<file path="src/rtl/pipe_pkg.sv">
// rtl/pipe_pkg.sv - shared widths and helpers for the pipeline stage register
package pipe_pkg;

    localparam int PIPE_DEFAULT_WIDTH = 64;
    localparam int PIPE_OCC_W         = 2;

    typedef logic [PIPE_OCC_W-1:0] occ_t;

    // Number of occupied slots given the two valid bits.
    function automatic occ_t occ_count(input logic main_valid, input logic skid_valid);
        return occ_t'(main_valid) + occ_t'(skid_valid);
    endfunction

endpackage

</file>
<file path="src/rtl/pipe_slot.sv">
// rtl/pipe_slot.sv - one pipeline slot: valid bit plus data register with load, clear and hold
module pipe_slot
    import pipe_pkg::*;
#(
    parameter int               WIDTH      = PIPE_DEFAULT_WIDTH,
    parameter logic [WIDTH-1:0] RESET_DATA = '0
) (
    input  logic             clk,
    input  logic             Reset,
    input  logic             i_flush,
    input  logic             i_load,
    input  logic             i_unload,
    input  logic [WIDTH-1:0] i_data,
    output logic             o_valid,
    output logic [WIDTH-1:0] o_data
);

    logic             r_valid;
    logic [WIDTH-1:0] r_data;

    // Clear beats load beats unload; data only changes on clear or load.
    always_ff @(posedge clk) begin
        if (Reset || i_flush) begin
            r_valid <= 1'b0;
            r_data  <= RESET_DATA;
        end else if (i_load) begin
            r_valid <= 1'b1;
            r_data  <= i_data;
        end else if (i_unload) begin
            r_valid <= 1'b0;
        end
    end

    assign o_valid = r_valid;
    assign o_data  = r_data;

endmodule

</file>
<file path="src/rtl/pipe_stage_reg.sv">
// rtl/pipe_stage_reg.sv - pipeline stage register; PIPE_STAGE_SKID_EN adds a skid slot with registered in_ready
module pipe_stage_reg
    import pipe_pkg::*;
#(
    parameter int               WIDTH      = PIPE_DEFAULT_WIDTH,
    parameter logic [WIDTH-1:0] RESET_DATA = '0
) (
    input  logic                  clk,
    input  logic                  Reset,
    input  logic                  Flush,
    input  logic                  Stall,
    input  logic                  in_valid,
    output logic                  in_ready,
    input  logic [WIDTH-1:0]      in_data,
    output logic                  out_valid,
    input  logic                  out_ready,
    output logic [WIDTH-1:0]      out_data,
    output logic [PIPE_OCC_W-1:0] occupancy
);

    logic             w_main_valid;
    logic [WIDTH-1:0] w_main_data;
    logic             w_main_load;
    logic             w_main_unload;
    logic [WIDTH-1:0] w_main_din;
    logic             w_main_valid_nxt;
    logic             w_skid_valid_nxt;
    logic             w_out_xfer;
    logic             w_in_xfer;
    occ_t             r_occupancy;

    // Stall gates the output side only; the input side may still fill the skid slot.
    assign w_out_xfer = w_main_valid && out_ready && !Stall;
    assign w_in_xfer  = in_valid && in_ready;

`ifdef PIPE_STAGE_SKID_EN
    logic             w_skid_valid;
    logic [WIDTH-1:0] w_skid_data;
    logic             w_skid_load;
    logic             w_skid_unload;

    // Skid valid is a register, so in_ready has no path from out_ready or Stall.
    assign in_ready = !w_skid_valid;

    // Refill main from skid first; otherwise main takes input when empty or draining.
    always_comb begin
        w_main_load   = 1'b0;
        w_main_unload = 1'b0;
        w_main_din    = in_data;
        w_skid_load   = 1'b0;
        w_skid_unload = 1'b0;
        if (w_skid_valid) begin
            if (w_out_xfer) begin
                w_main_load   = 1'b1;
                w_main_din    = w_skid_data;
                w_skid_unload = 1'b1;
            end
        end else begin
            if (w_in_xfer && (!w_main_valid || w_out_xfer)) begin
                w_main_load = 1'b1;
            end else if (w_out_xfer) begin
                w_main_unload = 1'b1;
            end
            if (w_in_xfer && w_main_valid && !w_out_xfer) begin
                w_skid_load = 1'b1;
            end
        end
    end

    assign w_skid_valid_nxt = w_skid_load || (w_skid_valid && !w_skid_unload);

    pipe_slot #(
        .WIDTH      (WIDTH),
        .RESET_DATA (RESET_DATA)
    ) u_skid (
        .clk      (clk),
        .Reset    (Reset),
        .i_flush  (Flush),
        .i_load   (w_skid_load),
        .i_unload (w_skid_unload),
        .i_data   (in_data),
        .o_valid  (w_skid_valid),
        .o_data   (w_skid_data)
    );
`else
    // Single slot: accept when empty or when the head leaves this cycle.
    assign in_ready         = !w_main_valid || w_out_xfer;
    assign w_main_load      = w_in_xfer;
    assign w_main_unload    = w_out_xfer && !w_in_xfer;
    assign w_main_din       = in_data;
    assign w_skid_valid_nxt = 1'b0;
`endif

    assign w_main_valid_nxt = w_main_load || (w_main_valid && !w_main_unload);

    pipe_slot #(
        .WIDTH      (WIDTH),
        .RESET_DATA (RESET_DATA)
    ) u_main (
        .clk      (clk),
        .Reset    (Reset),
        .i_flush  (Flush),
        .i_load   (w_main_load),
        .i_unload (w_main_unload),
        .i_data   (w_main_din),
        .o_valid  (w_main_valid),
        .o_data   (w_main_data)
    );

    // Occupancy tracks the next-state valid bits so it lines up with the slots.
    always_ff @(posedge clk) begin
        if (Reset || Flush) begin
            r_occupancy <= '0;
        end else begin
            r_occupancy <= occ_count(w_main_valid_nxt, w_skid_valid_nxt);
        end
    end

    assign out_valid = w_main_valid;
    assign out_data  = w_main_data;
    assign occupancy = r_occupancy;

endmodule

</file>
<file path="config.mk">
export PLATFORM = sky130hd
export DESIGN_NAME = pipe_stage_reg
export DESIGN_NICKNAME = d
export VERILOG_FILES = /design/src/rtl/pipe_pkg.sv /design/src/rtl/pipe_slot.sv /design/src/rtl/pipe_stage_reg.sv
export SDC_FILE = /design/constraint.sdc
export NUM_CORES = 1
export LEC_CHECK = 0
export CAP_MARGIN = 10
export CORE_MARGIN = 4
export CORE_UTILIZATION = 39
export CTS_BUF_LIST = sky130_fd_sc_hd__clkbuf_8
export CTS_CLUSTER_SIZE = 8
export DETAILED_ROUTE_END_ITERATION = 8
export PLACE_DENSITY = 0.85
export SLEW_MARGIN = 20
export SYNTH_ARGS = -nofsm -noshare
export SYNTH_HDL_FRONTEND = slang
export SYNTH_HIERARCHICAL = 1
export SYNTH_SLANG_ARGS = --single-unit
</file>
<file path="constraint.sdc">
create_clock -name clk -period 1.8 [get_ports clk]
set_clock_uncertainty 0.1 [all_clocks]
set_input_delay 0.27 -clock clk [delete_from_list [all_inputs] [get_ports clk]]
set_output_delay 0.27 -clock clk [all_outputs]
set_load 0.02 [all_outputs]
</file>
==> summary.txt <==
Power
  • Power, Total: 3.119 mW
  • Sw Ratio: 23.96%
  • Switch Pwr: ~0.75 mW
  • P_int: 2.372 mW
  • Clk network pwr share: 33.3%
  • Gate power share: 17.4%
  • Leak pwr: 1.633 nW
  • Peak VDD IR: 0.4496 mV
  • Share of power burned in registers: 49.3%
  • PD cells: 782.4 nW/um^2

Synthesis
  • Mapped cell area: approximately 2400 sq um
  • Top cell type's share of synthesized area: 54.80%
  • Cell type with the highest aggregate area in the netlist: dfxtp_1
  • YS warnings: 6
  • Avg Inst Size Synth: roughly 11 sq um
  • Largest family of logic cells by synthesized area: multiplexers
  • Sequential-to-total area share from yosys stat: 54.80%
  • Yosys cell types: 18
  • Compound-Gate Fraction of Synth Area: less than 1%
  • Synth Area in Adders: 0%
  • Post-synthesis simple-gate area fraction: 12.71%
  • Xor-xnor portion of the synthesized cell area: 0%
  • Syn_nets: 291
  • Count of state elements after synthesis: 66
  • Area contributors post-synth: dfxtp_1 55%, mux2i_1 27%, nor2_1 10%
  • Multiplexer area fraction after synthesis: around a quarter
  • Post-Syn Instances: 221

Global route
  • Global-route usage over all layers: 16.49%
  • First-pass GRT wire length: 9.756 mm
  • Vias in the first global route: 2,032
  • Initial antenna violation count: 0
  • Largest net degree at the start of global routing: 66
  • Grt ovf: 0

Detailed routing
  • DRC violations left: 0
  • First-pass detailed-route iteration total: 2
  • DR iter-0 viols: 49
  • Routed Antenna Nets: 0
  • Vias per cell: approximately 4.6
  • Overall routed net length: about 6.2 mm
  • Vias: 2,012
  • Routed length per instance: approximately 14 um

CTS
  • Setup bufs post-CTS: 0
  • CTS tree: done
  • # hold bufs at CTS: 0
  • CTS Root Cell: clkbuf_8
  • Clock transition at the registers of the reported paths: about 0.06 ns
  • CTS Buffer Depth: 2
  • CTS buffer count: 9
  • Worst-Skew Late Latency: approximately 0.31 ns
  • CTS sink cnt: 66
  • H-Tree Depth: 3

Outcome
  • Outcome: complete, no violations

STA
  • Fin. Hold Viols: 0
  • Final setup margin: 0.1185 ns
  • Setup TNS: 0 ns
  • RSZ-0062 raised after global routing: false
  • Final period util: 93.42%
  • Tmin final: roughly 1.7 ns
  • Fmax: 594.7 MHz
  • Max-slew violations: 0
  • Final setup vio count: 0
  • Worst hold slack: 0.3926 ns

Min path
  • Hold Path Class: flop to flop

Critical path
  • Crit path kind: input port to output port
  • Critical-path maximum fanout: 3
  • Crit end category: output port
  • Arr. time, crit path: 1.31 ns
  • Startpoint types: input port
  • WP data required: 1.43 ns

Layout
  • Fin nets: 428
  • Multi-input logic area: 974.7 sq um
  • Area Overhead vs Synth: 65.33%
  • Number of filler cells placed in the layout: slightly below 500
  • Ant. Diodes: 0
  • FF+latch area: ~1300 sq um
  • Finished Layout Cells: 435
  • Share of post-route cells with drive strength above 1: 6.111%

Die
  • Std cell rows: 28
  • DIE HEIGHT: 86.63 um
  • # IOs: 138
  • Area of the die: about 7500 sq um
  • Die width: 86.63 um
  • Core Region: approximately 6000 sq um
  • Initial Util: 40.48%

Placed design
  • Post-DP HPWL: 4.519 mm
  • GPL Wtd Cong: a little over 0.7
  • Post-Place Cells: 422
  • Post-place setup slack: -0.1579 ns
  • PortBufs: 136

Flow run
  • Max-Cap Viols: 0
worst paths after layout:
| path | from | end | slack (ns) | cells past startpoint |
|---|---|---|---|---|
| hold reg to reg | u_main/o_data[29] | u_main/o_data[29] | 0.39 | 2 |
| hold / removal | u_main/o_data[29] | u_main/o_data[29] | 0.39 | 2 |
| setup / recovery | Stall | in_ready | 0.12 | 4 |
| setup reg to reg | u_main/o_valid | u_main/o_data[0] | 0.37 | 4 |
flip-flops by register name, summed over array words and instances, names as in the netlist:
name	count
u_main/o_data	64
occupancy	1
u_main/o_valid	1
cells by family (layout without fill, tap and decap cells):
| family | Yosys count | in the layout |
|---|---|---|
| buf+inv | 16 | 155 |
| flops | 66 | 66 |
| simple gates | 72 | 72 |
| mux | 64 | 64 |
| compound gates | 2 | 2 |
| other cells | 1 | 1 |
cells in the final DEF (no fill, tap or decap):
cell type / n
a21boi_4: 1
a21oi_1: 1
buf_12: 3
buf_4: 2
clkbuf_8: 11
clkdlybuf4s50_1: 134
conb_1: 1
dfxtp_1: 66
dlygate4sd2_1: 2
inv_1: 2
inv_2: 1
mux2i_1: 64
nand2_1: 1
nand2b_1: 1
nand2b_4: 1
nor2_1: 65
nor3b_1: 1
nor3b_2: 1
nor4_2: 1
or2_2: 1
timing repair:
item / in CTS / in global routing
resized for setup: 2 / 0
endpoints found under the hold margin: 0 / 0
endpoints found under the setup margin: 2 / 0
stage by stage:
step | instance area (sq um) | util, %
finish | 3986 | 66.93
global route | 3986 | 66.93
CTS | 3986 | 66.93
detailed placement | 3830 | 64.31
global placement | 3830 | 64.31
floorplan | 2411 | -
critical path: stages:
cell	delay, ns
clkdlybuf4s50_1	0.49
nand2b_4	0.16
nand2_1	0.06
dlygate4sd2_1	0.33
routing by layer:
metal / GRT usage (%) / part of all wire, % / wire length (um) / vias to the layer above
met5: 0 / 0 / 0 / -
met4: 7.365 / 1.8 / 114 / 0
met3: 6.654 / 10 / 637 / 13
met2: 26.43 / 46 / 2888 / 90
met1: 19.36 / 42 / 2598 / 915
li1: - / - / - / 994
synthesized netlist by cell type (all sizes together):
library cell / number
clkbuf: 1
buf: 14
dfxtp: 66
nand2: 1
or2: 1
a21oi: 1
inv: 1
conb: 1
nor4: 1
nand2b: 2
a21boi: 1
nor2: 65
nor3b: 2
mux2i: 64
area by class of cell:
class,instances,share of cell area [%]
multi-input combinational,139,24.45
clock buffer,11,3.798
timing repair buffer,141,35.97
tap,75,2.354
inverter,1,0.09416
clock inverter,2,0.1883
sequential,66,33.15
power groups by stage:
stage	clock, mW	combinational, mW	sequential (mW)
final	1.04	0.543	1.54
after global routing	1.13	0.580	1.54
after CTS	1.07	0.550	1.54
after detailed placement	0	0.549	1.57
after global placement	0	0.540	1.57
after floorplan	0	0.204	1.63
Note: power is estimated with default switching activity, not from simulation.
